[src/rtl/bus_arb_pkg.sv]
// Shared bus arbiter definitions: phase encoding (common with the master
// interface FSM) and default sizing constants.
package bus_arb_pkg;

   typedef enum logic [2:0] {
      ST_IDLE   = 3'd0,
      ST_GRANT  = 3'd1,
      ST_ADDR   = 3'd2,
      ST_WAIT   = 3'd3,
      ST_DATA   = 3'd4,
      ST_FINISH = 3'd5
   } bus_phase_e;

   localparam int NUM_MASTERS_DEF = 4;
   localparam int TIMEOUT_DEF     = 255;
   localparam int TMO_W_DEF       = 8;

endpackage

[src/rtl/rr_picker.sv]
// Combinational round-robin picker: scans req starting at ptr, wrapping
// modulo NUM_MASTERS, and returns the first requester found.
module rr_picker
   import bus_arb_pkg::*;
#(
   parameter int NUM_MASTERS = NUM_MASTERS_DEF,
   parameter int ID_W        = $clog2(NUM_MASTERS)
) (
   input  logic [NUM_MASTERS-1:0] req,
   input  logic [ID_W-1:0]        ptr,
   output logic                   valid,
   output logic [ID_W-1:0]        winner
);

   logic [ID_W:0] idx_s;

   // Walk offsets from farthest to nearest so the nearest requester is written last and wins.
   always_comb begin
      valid  = 1'b0;
      winner = '0;
      idx_s  = '0;
      for (int i = NUM_MASTERS - 1; i >= 0; i--) begin
         idx_s = {1'b0, ptr} + (ID_W + 1)'(i);
         idx_s = (idx_s >= (ID_W + 1)'(NUM_MASTERS)) ? (idx_s - (ID_W + 1)'(NUM_MASTERS)) : idx_s;
         if (req[idx_s[ID_W-1:0]]) begin
            valid  = 1'b1;
            winner = idx_s[ID_W-1:0];
         end else begin
            valid  = valid;
            winner = winner;
         end
      end
   end

endmodule

[src/rtl/bus_arbiter.sv]
// Round-robin system bus arbiter: one-cycle grant, ADDR/WAIT/DATA/FINISH
// phase tracking in lockstep with the master FSM, and WAIT timeout abort.
module bus_arbiter
   import bus_arb_pkg::*;
#(
   parameter int NUM_MASTERS = NUM_MASTERS_DEF,
   parameter int ID_W        = $clog2(NUM_MASTERS),
   parameter int TIMEOUT     = TIMEOUT_DEF,
   parameter int TMO_W       = TMO_W_DEF
) (
   input  logic                   clk,
   input  logic                   reset_n,
   input  logic [NUM_MASTERS-1:0] bus_req,
   input  logic                   slave_wait,
   output logic [NUM_MASTERS-1:0] bus_ack,
   output logic [ID_W-1:0]        owner,
   output logic                   bus_busy,
   output logic                   addr_phase,
   output logic                   data_phase,
   output logic                   timeout_err
);

   bus_phase_e       state_r;
   bus_phase_e       next_state_s;
   logic [ID_W-1:0]  owner_r;
   logic [ID_W-1:0]  ptr_r;
   logic [TMO_W-1:0] wait_cnt_r;
   logic             busy_r;
   logic             addr_r;
   logic             data_r;
   logic             tmo_r;
   logic             pick_valid_s;
   logic [ID_W-1:0]  pick_winner_s;
   logic             ack_hit_s;
   logic             tmo_hit_s;

   rr_picker #(
      .NUM_MASTERS (NUM_MASTERS),
      .ID_W        (ID_W)
   ) u_picker (
      .req    (bus_req),
      .ptr    (ptr_r),
      .valid  (pick_valid_s),
      .winner (pick_winner_s)
   );

   // The grant only lands while the chosen master still holds its request.
   assign ack_hit_s = (state_r == ST_GRANT) && bus_req[owner_r];
   // Abort on the TIMEOUT-th consecutive stalled WAIT cycle.
   assign tmo_hit_s = (state_r == ST_WAIT) && slave_wait &&
                      (wait_cnt_r >= TMO_W'(TIMEOUT - 1));

   // Phase state register.
   always_ff @(posedge clk or negedge reset_n) begin
      if (!reset_n) begin
         state_r <= ST_IDLE;
      end else begin
         state_r <= next_state_s;
      end
   end

   // Next-phase decode.
   always_comb begin
      next_state_s = state_r;
      case (state_r)
         ST_IDLE:   next_state_s = pick_valid_s ? ST_GRANT : ST_IDLE;
         ST_GRANT:  next_state_s = ack_hit_s ? ST_ADDR : ST_IDLE;
         ST_ADDR:   next_state_s = ST_WAIT;
         ST_WAIT: begin
            if (!slave_wait) begin
               next_state_s = ST_DATA;
            end else if (tmo_hit_s) begin
               next_state_s = ST_FINISH;
            end else begin
               next_state_s = ST_WAIT;
            end
         end
         ST_DATA:   next_state_s = ST_FINISH;
         ST_FINISH: next_state_s = ST_IDLE;
         default:   next_state_s = ST_IDLE;
      endcase
   end

   // Owner, rotation pointer and saturating wait counter.
   always_ff @(posedge clk or negedge reset_n) begin
      if (!reset_n) begin
         owner_r    <= '0;
         ptr_r      <= '0;
         wait_cnt_r <= '0;
      end else begin
         owner_r <= ((state_r == ST_IDLE) && pick_valid_s) ? pick_winner_s : owner_r;
         if (ack_hit_s) begin
            ptr_r <= (owner_r == ID_W'(NUM_MASTERS - 1)) ? '0 : (owner_r + ID_W'(1));
         end else begin
            ptr_r <= ptr_r;
         end
         if (state_r == ST_ADDR) begin
            wait_cnt_r <= '0;
         end else if ((state_r == ST_WAIT) && slave_wait && (wait_cnt_r < TMO_W'(TIMEOUT))) begin
            wait_cnt_r <= wait_cnt_r + TMO_W'(1);
         end else begin
            wait_cnt_r <= wait_cnt_r;
         end
      end
   end

   // Phase flags are registered from the next phase so they track state_r exactly.
   always_ff @(posedge clk or negedge reset_n) begin
      if (!reset_n) begin
         busy_r <= 1'b0;
         addr_r <= 1'b0;
         data_r <= 1'b0;
         tmo_r  <= 1'b0;
      end else begin
         busy_r <= (next_state_s != ST_IDLE);
         addr_r <= (next_state_s == ST_ADDR);
         data_r <= (next_state_s == ST_DATA);
         tmo_r  <= tmo_hit_s;
      end
   end

   // One-hot grant pulse, all-zero outside GRANT.
   always_comb begin
      bus_ack = '0;
      if (ack_hit_s) begin
         bus_ack[owner_r] = 1'b1;
      end else begin
         bus_ack = '0;
      end
   end

   assign owner       = owner_r;
   assign bus_busy    = busy_r;
   assign addr_phase  = addr_r;
   assign data_phase  = data_r;
   assign timeout_err = tmo_r;

endmodule
[config.mk]
export PLATFORM = sky130hd
export DESIGN_NAME = bus_arbiter
export DESIGN_NICKNAME = d
export VERILOG_FILES = /design/src/rtl/bus_arb_pkg.sv /design/src/rtl/rr_picker.sv /design/src/rtl/bus_arbiter.sv
export SDC_FILE = /design/constraint.sdc
export NUM_CORES = 1
export LEC_CHECK = 0
export ABC_AREA = 1
export CORE_UTILIZATION = 40
export CTS_CLUSTER_SIZE = 14
export DETAILED_ROUTE_END_ITERATION = 6
export GPL_ROUTABILITY_DRIVEN = 0
export GPL_TIMING_DRIVEN = 0
export MAX_ROUTING_LAYER = met4
export SYNTH_ARGS = -nofsm -noshare
export SYNTH_HDL_FRONTEND = slang
export SYNTH_SLANG_ARGS = --single-unit
export TNS_END_PERCENT = 20
[constraint.sdc]
create_clock -name clk -period 1.55 [get_ports clk]
set_input_delay 0.465 -clock clk [delete_from_list [all_inputs] [get_ports clk]]
set_output_delay 0.465 -clock clk [all_outputs]
set_load 0.005 [all_outputs]
==> results.ini, run 1 <==
[detailed_routing]
wl_met1_microns=1220
wl_per_cell_microns=11.3
dr.max_layer_used=met4
route.antenna.remaining_nets=0
drt_iter0_drc=55
wl_met2_microns=1580
dr_total_vias=1192
drt_wl_total_microns=2850
via_per_inst=4.73
first_pass_iters=2
met3_length_microns=42
drc=0

[min_path]
min_to=wait_cnt_r[2]
worst_hold_path.num_cells=1
hp-start=wait_cnt_r[2]
hold_path.class=register to register

[critical_path]
endpoint_kind=output port
crit_arrival_ns=1.35
path_cells=inv_4, nand2_2, nand3_2, nand3_4, nor2_2, buf_2
worstSetupStartpointType=register
cpPeakStageDelay_ns=0.48
cp_slowest_cell=dfrtp_2
reg2regPathDepth=7
r2r-end=wait_cnt_r[3]
crit_required_ns=1.08
ff2ff_setup_slack_ns=0.02
worst-setup-path-type=register to output port
critical_path.max_fanout=6
r2r_start=state_r[2]
critPathLaunch=owner[0]

[run_status]
violations=negative setup slack
status=finished, violations left

[clock_network]
clockRootBuffer=clkbuf_4
clock_sinks=19
numCtsBuffers=3
clkSlewWorstSetupHoldPaths_ns=0.11
cts_tree=yes
cts_buffer_depth=2
clkLatencyLatePin_ns=0.30
hold_buffers=0
htreeDepth=1

[pwr]
switching_share=0.485
combPwrFrac=0.641
switching_power_w=0.00140
power_frac_seq=0.271
power_density_nw_per_um2=1740
pwr-share-clk=0.088
peakVddDrop_mv=0.646
p_leak_nw=0.838
internal_power_w=0.00148

[placed_design]
dp_cells=238
hpwl_microns=2050
placed_area_sq_um=1500
io_buffers=16

[sta]
clock_skew_ns=0.00195
min_period_ns=1.82
rsz0062_at_grt=true
max_freq_ghz=0.550
fin_ws_ns=-0.267
tns_ns=-1.04
relSlewSlack=0.400
tightest_slew_ns=0.897
setup_viol=4
finalHoldViolCount=0
final-max-slew-violation-count=0
period_share=1.17

[floorplan]
fp-row-count=20
die_h_microns=58.7
die_area_sq_um=3450
ios=17
core_sq_um=3050
start_util=0.422
fp.dieW_microns=58.7

[layout]
final_nets=222
area_growth_syn_to_layout_pct=28.9
final_area_sq_um=1660
stdcell_count=252
fillerInstances=327
drive_gt1_frac=0.317
fin_util=0.543
antenna_cells=0

[grt]
grt.overflow.total=0
grt_pass1_vias=1172
grt_max_degree=20
grt.total_usage=0.191
antenna_found_initial=0
grt_pass1_wl_microns=4840

[job]
drv_cap=0

[logic_synthesis]
ys_warn_count=0
ys_seq_area_frac=0.369
synthCells=178
syn_avg_cell_area_sq_um=7.23
synthesis.area_sq_um=1290
yosysUniqueCellTypes=28
synth_nets=191
synth-seq-cells=19

kinds of logic (layout without fill, tap and decap cells):
logic type	Yosys count	after routing	share of synthesized area
xor+xnor	3	3	0.0204
simple gates	107	107	0.396
fa+ha+maj	6	6	0.0583
buf+inv	28	58	0.0913
flops	19	19	0.369
compound gates	15	15	0.0651
synthesized netlist by cell type:
library cell / n / area share
o21ai_1: 4 / 0.016
inv_2: 7 / 0.020
o21ai_0: 3 / 0.012
nand2_1: 57 / 0.17
nand3_1: 10 / 0.039
xor2_1: 2 / 0.014
o31ai_1: 2 / 0.012
nor3_1: 1 / 0.0039
dfrtp_1: 19 / 0.37
ha_1: 6 / 0.058
nor3_2: 1 / 0.0078
xnor2_1: 1 / 0.0068
buf_6: 1 / 0.0087
a21oi_1: 4 / 0.016
nand3_2: 2 / 0.016
nor3_4: 1 / 0.013
nor2_2: 2 / 0.0097
nor2_4: 1 / 0.0087
inv_1: 18 / 0.052
nand2_2: 9 / 0.044
a31oi_1: 1 / 0.0049
nand4_1: 3 / 0.015
nor2_1: 16 / 0.047
or2_1: 1 / 0.0049
nand2_4: 2 / 0.017
inv_4: 2 / 0.0097
nor2b_1: 1 / 0.0049
o211ai_1: 1 / 0.0058
placed cells by master, fill, tap and decap left out, drive strengths merged, types with 2 or more instances in the layout:
cell,instances
nand2,68
inv,27
dfrtp,19
nor2,19
buf,15
nand3,12
dlygate4sd2,8
o21ai,7
ha,6
clkbuf,5
a21oi,4
nand4,3
nor3,3
xor2,2
o31ai,2
clkdlybuf4s50,2
what timing repair did:
item                       4_1_cts  5_1_grt
pin swaps                        7        6
setup endpoints to repair       15       17
resized for setup               45       13
setup buffers                    8        2
power groups by stage:
stage	logic, W	clock network [W]	registers, W
4_1_cts	0.00175	0.000273	0.000781
3_3_place_gp	0.00150	0	0.000776
2_1_floorplan	0.00113	0	0.000762
5_1_grt	0.00208	0.000296	0.000800
3_5_place_dp	0.00154	0	0.000776
6_report	0.00185	0.000254	0.000782
through the flow:
step / setup WS [ns] / hold WS, ns / total power [W]
final: -0.267 / 0.528 / 0.00288
after floorplan: 0.134 / 0.169 / 0.00189
after global placement: -0.946 / 0.517 / 0.00228
after detailed placement: -0.969 / 0.513 / 0.00231
after global routing: -0.339 / 0.541 / 0.00318
after CTS: -0.257 / 0.533 / 0.00281
worst max path at each step:
stage,to,slack (ns),depth (start not counted)
after detailed placement,bus_ack[0],-0.97,6
after global placement,bus_ack[0],-0.95,6
after global routing,bus_ack[0],-0.34,6
after floorplan,bus_ack[0],0.13,5
final,bus_ack[0],-0.27,6
after CTS,bus_ack[0],-0.26,6
area by class of cell:
cell class / count / area [sq um] / share of cell area
multi-input cells: 131 / 771 / 0.465
well taps: 44 / 55.1 / 0.0332
flip-flops and latches: 19 / 479 / 0.289
inverters: 27 / 109 / 0.0656
repair buffers: 26 / 206 / 0.124
clock buffers: 3 / 22.5 / 0.0136
plain buffers: 1 / 11.3 / 0.00679
clock inverters: 1 / 5.00 / 0.00302
registers in the layout, summed over array words and instances (netlist names):
name / cells
owner: 2
timeout_err: 1
wait_cnt_r: 8
addr_phase: 1
ptr_r: 2
state_r: 3
data_phase: 1
bus_busy: 1
metal layers:
layer,global-route usage,up-vias
li1,-,621
met1,0.215,565
met2,0.338,4
met3,0.0264,2
met4,0.0816,0
met5,-,-
worst max-delay path, delay by kind of cell, from the launching register on:
kind | cells | cell delay (ns)
buf+inv | 2 | 0.22
flops | 1 | 0.48
simple gates | 4 | 0.36
(Power assumes the default switching activity.)
==> run 2: changes to the inputs <==
- CORE_MARGIN: unset -> 2
==> results.ini, run 2 (synthesized netlist as in run 1, its figures left out) <==
[run_status]
status=finished, violations left
violations=negative setup slack

[clock_network]
numCtsBuffers=3  ; unchanged
cts_buffer_depth=2  ; unchanged
clockRootBuffer=clkbuf_4
clkLatencyLatePin_ns=0.30  ; about the same
cts_tree=yes
clkSlewWorstSetupHoldPaths_ns=0.11  ; about the same
clock_sinks=19  ; unchanged
htreeDepth=1  ; unchanged
hold_buffers=0  ; unchanged

[min_path]
worst_hold_path.num_cells=3  ; +2
hold_path.class=primary input to register

[layout]
final_cell_mix=nand2_1 (54), dfrtp_1 (15), inv_1 (14), nand2_2 (11), nor2_1 (10)
top_regs=wait_cnt_r (8), state_r (3)
fillerInstances=288  ; -12%
regMostFlops=wait_cnt_r
ff_latch_area_sq_um=480  ; +0.26%
antenna_cells=0  ; unchanged
layout_commonest_cell=nand2_1
multi_input_area_sq_um=807  ; +4.7%
drive_gt1_frac=0.358  ; +0.0412
largest_register_ff_count=8  ; unchanged
fin_util=0.573  ; +0.0291
final_nets=226  ; +1.8%
area_growth_syn_to_layout_pct=35.8

[detailed_routing]
via_per_inst=4.82  ; +1.9%
drt_iter0_drc=69  ; +25%
route.antenna.remaining_nets=0  ; unchanged
first_pass_iters=4  ; +2
drc=0  ; unchanged
drt_wl_total_microns=3140  ; +9.9%
dr_total_vias=1234  ; +3.5%
wl_per_cell_microns=12.2  ; +8.2%

[pwr]
power_density_nw_per_um2=1800  ; +3.8%
peakVddDrop_mv=0.611  ; -5.4%
p_leak_nw=0.869  ; +3.7%

[floorplan]
fp-row-count=20  ; unchanged
ios=17  ; unchanged
die_h_microns=60.7  ; +3.4%
fp.dieW_microns=60.7  ; +3.4%
start_util=0.422  ; unchanged
die_area_sq_um=3690  ; +6.9%
core_sq_um=3050  ; unchanged

[sta]
setup_viol=7  ; +3
tightest_slew_ns=0.892  ; -0.00429 ns
fin_ws_ns=-0.338  ; -0.0709 ns
rsz0062_at_grt=true
tns_ns=-1.62  ; -0.571 ns
relSlewSlack=0.403  ; +0.00287
period_share=1.22  ; +0.0457
final-max-slew-violation-count=0  ; unchanged
clock_skew_ns=0.00289  ; +0.000938 ns
max_freq_ghz=0.530  ; -3.8%
holdWs_ns=0.440  ; -0.0880 ns
min_period_ns=1.89  ; +0.0709 ns
finalHoldViolCount=0  ; unchanged

[critical_path]
crit_arrival_ns=1.42  ; +0.07 ns
path_buf_inv=3  ; +1
worstSetupStartpointType=register
critPathTopFamily=flip-flops
worst-setup-path-type=register to output port
critical_path.max_fanout=5  ; -1
reg2regPathDepth=11  ; +4
cp_slowest_cell=dfrtp_2
crit_required_ns=1.08  ; about the same
endpoint_kind=output port
cpPeakStageDelay_ns=0.47  ; about the same
crit_cells=7  ; +1
path_cells=inv_4, nand2_2, nand3_2, nand3_4, buf_6, nor2_4, buf_2

[grt]
antenna_found_initial=0  ; unchanged
grt_pass1_vias=1310  ; +12%
grt.overflow.total=0  ; unchanged
grt.total_usage=0.201  ; +0.0101
grt_pass1_wl_microns=5350  ; +11%
grt_max_degree=20  ; unchanged

[placed_design]
place_ws_ns=-0.954  ; +0.0149 ns
hpwl_microns=2140  ; +4.0%
io_buffers=16  ; unchanged

[job]
drv_cap=0  ; unchanged

[run 2: cell count changes in the layout (fill, tap and decap cells not counted), sizes merged]
cell          delta
buf              +4
clkbuf           -1
dlymetal6s2s     +1
[run 2: repair_timing]
action                     CTS  global route
pin swaps                    7             5
resized for setup           41            31
setup endpoints to repair   17            19
setup buffers               12             2
[run 2: worst paths after layout]
| path | start | end | slack [ns] |
|---|---|---|---|
| setup / recovery | owner[0] | bus_ack[0] | -0.34 |
| hold / removal | slave_wait | timeout_err | 0.44 |
| setup reg to reg | owner[0] | data_phase | -0.01 |
| hold reg to reg | wait_cnt_r[7] | wait_cnt_r[7] | 0.53 |
| max in group asynchronous | reset_n | owner[0] | 0.29 |
| min in group asynchronous | reset_n | wait_cnt_r[0] | 0.65 |
[run 2: final cells by class]
class                   count  area share
multi-input cells         131       0.462
flip-flops and latches     19       0.275
repair buffers             30       0.146
inverters                  27      0.0637
well taps                  44      0.0315
clock buffers               3      0.0129
plain buffers               1     0.00644
clock inverters             1     0.00286
[run 2: where the power goes]
group          leakage, nW  switching [W]  internal, W
registers            0.245       0.000147     0.000645
clock network       0.0177       0.000162    0.0000962
logic                0.607        0.00121     0.000891
[run 2: worst register-to-register path: cells and delay by family (launching register included)]
kind | cells | cell delay, ns
and+or+nand+nor | 6 | 0.46
DFF | 1 | 0.47
buffers and inverters | 5 | 0.55
[run 2: through the flow]
stage	std cells	power [W]	area, sq um
global placement	238	0.00228	1500
detailed placement	238	0.00233	1500
floorplan	178	0.00189	1290
CTS	254	0.00288	1640
finish	256	0.00315	1750
global route	256	0.00346	1750
[run 2: routing by layer]
layer / vias to the layer above / global-route usage / part of all wire / wire length, microns
met4: 0 / 0.0870 / 0.020 / 63
met3: 8 / 0.0192 / 0.015 / 46
met1: 589 / 0.221 / 0.40 / 1250
met2: 10 / 0.367 / 0.57 / 1780
li1: 627 / - / - / -
met5: - / - / 0 / 0
==> run 3: changes to the inputs <==
- CORE_UTILIZATION: 40 -> 54
- CTS_CLUSTER_SIZE: 14 -> 30
- PLACE_DENSITY: unset -> 0.78
==> results.ini, run 3 (synthesized netlist as in run 1, its figures left out) <==
[run_status]
status=finished, violations left
violations=negative setup slack

[critical_path]
crit_required_ns=1.08  ; about the same
cpPeakStageDelay_ns=0.47  ; about the same
worst-setup-path-type=register to output port
critical_path.max_fanout=6  ; +1
endpoint_kind=output port
worstSetupStartpointType=register
crit_arrival_ns=1.40  ; -0.02 ns
ff2ff_setup_slack_ns=-0.28  ; -0.27 ns
cp_slowest_cell=dfrtp_2
path_cells=inv_2, nand2_2, nand3_2, nand3_4, nor2_1, clkdlybuf4s15_2
path_buf_inv=2  ; -1
critPathTopFamily=flip-flops

[floorplan]
ios=17  ; unchanged
fp.dieW_microns=52.8  ; -13%
die_area_sq_um=2790  ; -24%
fp-row-count=17  ; -15%
die_h_microns=52.8  ; -13%
start_util=0.576  ; +0.155
core_sq_um=2230  ; -27%

[clock_network]
numCtsBuffers=3  ; unchanged
clkLatencyLatePin_ns=0.30  ; about the same
clockRootBuffer=clkbuf_4
clkSlewWorstSetupHoldPaths_ns=0.10  ; about the same
clock_sinks=19  ; unchanged
hold_buffers=0  ; unchanged
htreeDepth=1  ; unchanged
cts_tree=yes
cts_buffer_depth=2  ; unchanged

[layout]
drive_gt1_frac=0.315  ; -0.0439
largest_register_ff_count=8  ; unchanged
area_growth_syn_to_layout_pct=30.7
layout_commonest_cell=nand2_1
multi_input_area_sq_um=769  ; -4.7%
fillerInstances=162  ; -44%
stdcell_count=241  ; -5.9%
regMostFlops=wait_cnt_r
antenna_cells=0  ; unchanged
final_nets=227  ; +0.44%
final_cell_mix=nand2_1 (54), inv_1 (16), dfrtp_1 (16), buf_4 (13), nor2_1 (12)
top_regs=wait_cnt_r (8), state_r (3)
ff_latch_area_sq_um=479  ; -0.26%

[sta]
min_period_ns=1.87  ; -0.0226 ns
relSlewSlack=0.438  ; +0.0347
max_freq_ghz=0.536  ; +1.2%
clock_skew_ns=0.00569  ; +0.00280 ns
setup_viol=5  ; -2
holdWs_ns=0.525  ; +0.0847 ns
period_share=1.20  ; -0.0146
rsz0062_at_grt=true
final-max-slew-violation-count=0  ; unchanged
finalHoldViolCount=0  ; unchanged
tightest_slew_ns=0.840  ; -0.0519 ns
fin_ws_ns=-0.315  ; +0.0226 ns

[detailed_routing]
route.antenna.remaining_nets=0  ; unchanged
dr_total_vias=1290  ; +4.5%
wl_per_cell_microns=13.6  ; +11%
drt_iter0_drc=30  ; -57%
first_pass_iters=4  ; unchanged
via_per_inst=5.35  ; +11%
drt_wl_total_microns=3270  ; +4.4%
drc=0  ; unchanged

[grt]
grt.overflow.total=0  ; unchanged
grt.total_usage=0.262  ; +0.0603
grt_max_degree=20  ; unchanged
grt_pass1_wl_microns=5130  ; -4.1%
grt_pass1_vias=1197  ; -8.6%
antenna_found_initial=0  ; unchanged

[pwr]
power_density_nw_per_um2=1800  ; -0.31%
p_leak_nw=0.855  ; -1.6%
peakVddDrop_mv=1.18  ; +94%

[placed_design]
hpwl_microns=2020  ; -5.4%
dp_cells=222  ; -6.7%
io_buffers=16  ; unchanged

[min_path]
hold_path.class=register to register

[job]
drv_cap=0  ; unchanged

[run 3: cell type report]
type,instances,share of cell area
Timing Repair Buffer,31,0.152
Buffer,1,0.00669
Inverter,27,0.0632
Clock buffer,4,0.0156
Sequential cell,19,0.285
Tap cell,28,0.0208
Multi-Input combinational cell,131,0.457
[run 3: where the power goes]
group / internal (W) / switching [W]
Sequential: 0.000642 / 0.000161
Combinational: 0.000789 / 0.00118
Clock: 0.000100 / 0.000151
Total: 0.00153 / 0.00149
[run 3: path summary, 6_finish.rpt]
| kind | start | to | cells after the start |
|---|---|---|---|
| worst max register to register | owner[0] | ptr_r[0] | 12 |
| max in group asynchronous | reset_n | wait_cnt_r[1] | 1 |
| worst min-delay path | wait_cnt_r[2] | wait_cnt_r[2] | 1 |
| min in group asynchronous | reset_n | wait_cnt_r[0] | 1 |
| worst min register to register | wait_cnt_r[2] | wait_cnt_r[2] | 1 |
| worst max-delay path | owner[0] | bus_ack[3] | 6 |
[run 3: layer usage]
metal | global-route usage | share of wire
met5 | - | 0
met4 | 0.0897 | 0.016
met3 | 0.0657 | 0.056
met1 | 0.261 | 0.38
met2 | 0.490 | 0.55
[run 3: what timing repair did]
item / CTS / global route
cloned: 0 / 0
pin swaps: 3 / 4
resized for setup: 39 / 12
endpoints found under the setup margin: 16 / 18
setup buffers: 15 / 0
[run 3: worst reg2reg max path, delay by kind of cell (launching register included)]
family	cells	cell delay (ns)
buffers and inverters	9	1.01
flip-flops	1	0.44
adder cells (fa/ha/maj)	1	0.13
AND/OR/NAND/NOR	1	0.08
AO/OA/AOI/OAI	1	0.08
[run 3: stage by stage]
step / area, sq um / power (W) / setup TNS (ns) / setup slack, ns / utilization
4_1_cts: 1660 / 0.00286 / -1.33 / -0.302 / 0.741
3_5_place_dp: 1480 / 0.00232 / -8.16 / -0.971 / 0.664
2_1_floorplan: 1290 / 0.00189 / 0 / 0.134 / -
6_report: 1680 / 0.00303 / -1.36 / -0.315 / 0.754
3_3_place_gp: 1480 / 0.00227 / -7.36 / -0.947 / 0.664
5_1_grt: 1680 / 0.00325 / -2.03 / -0.399 / 0.754
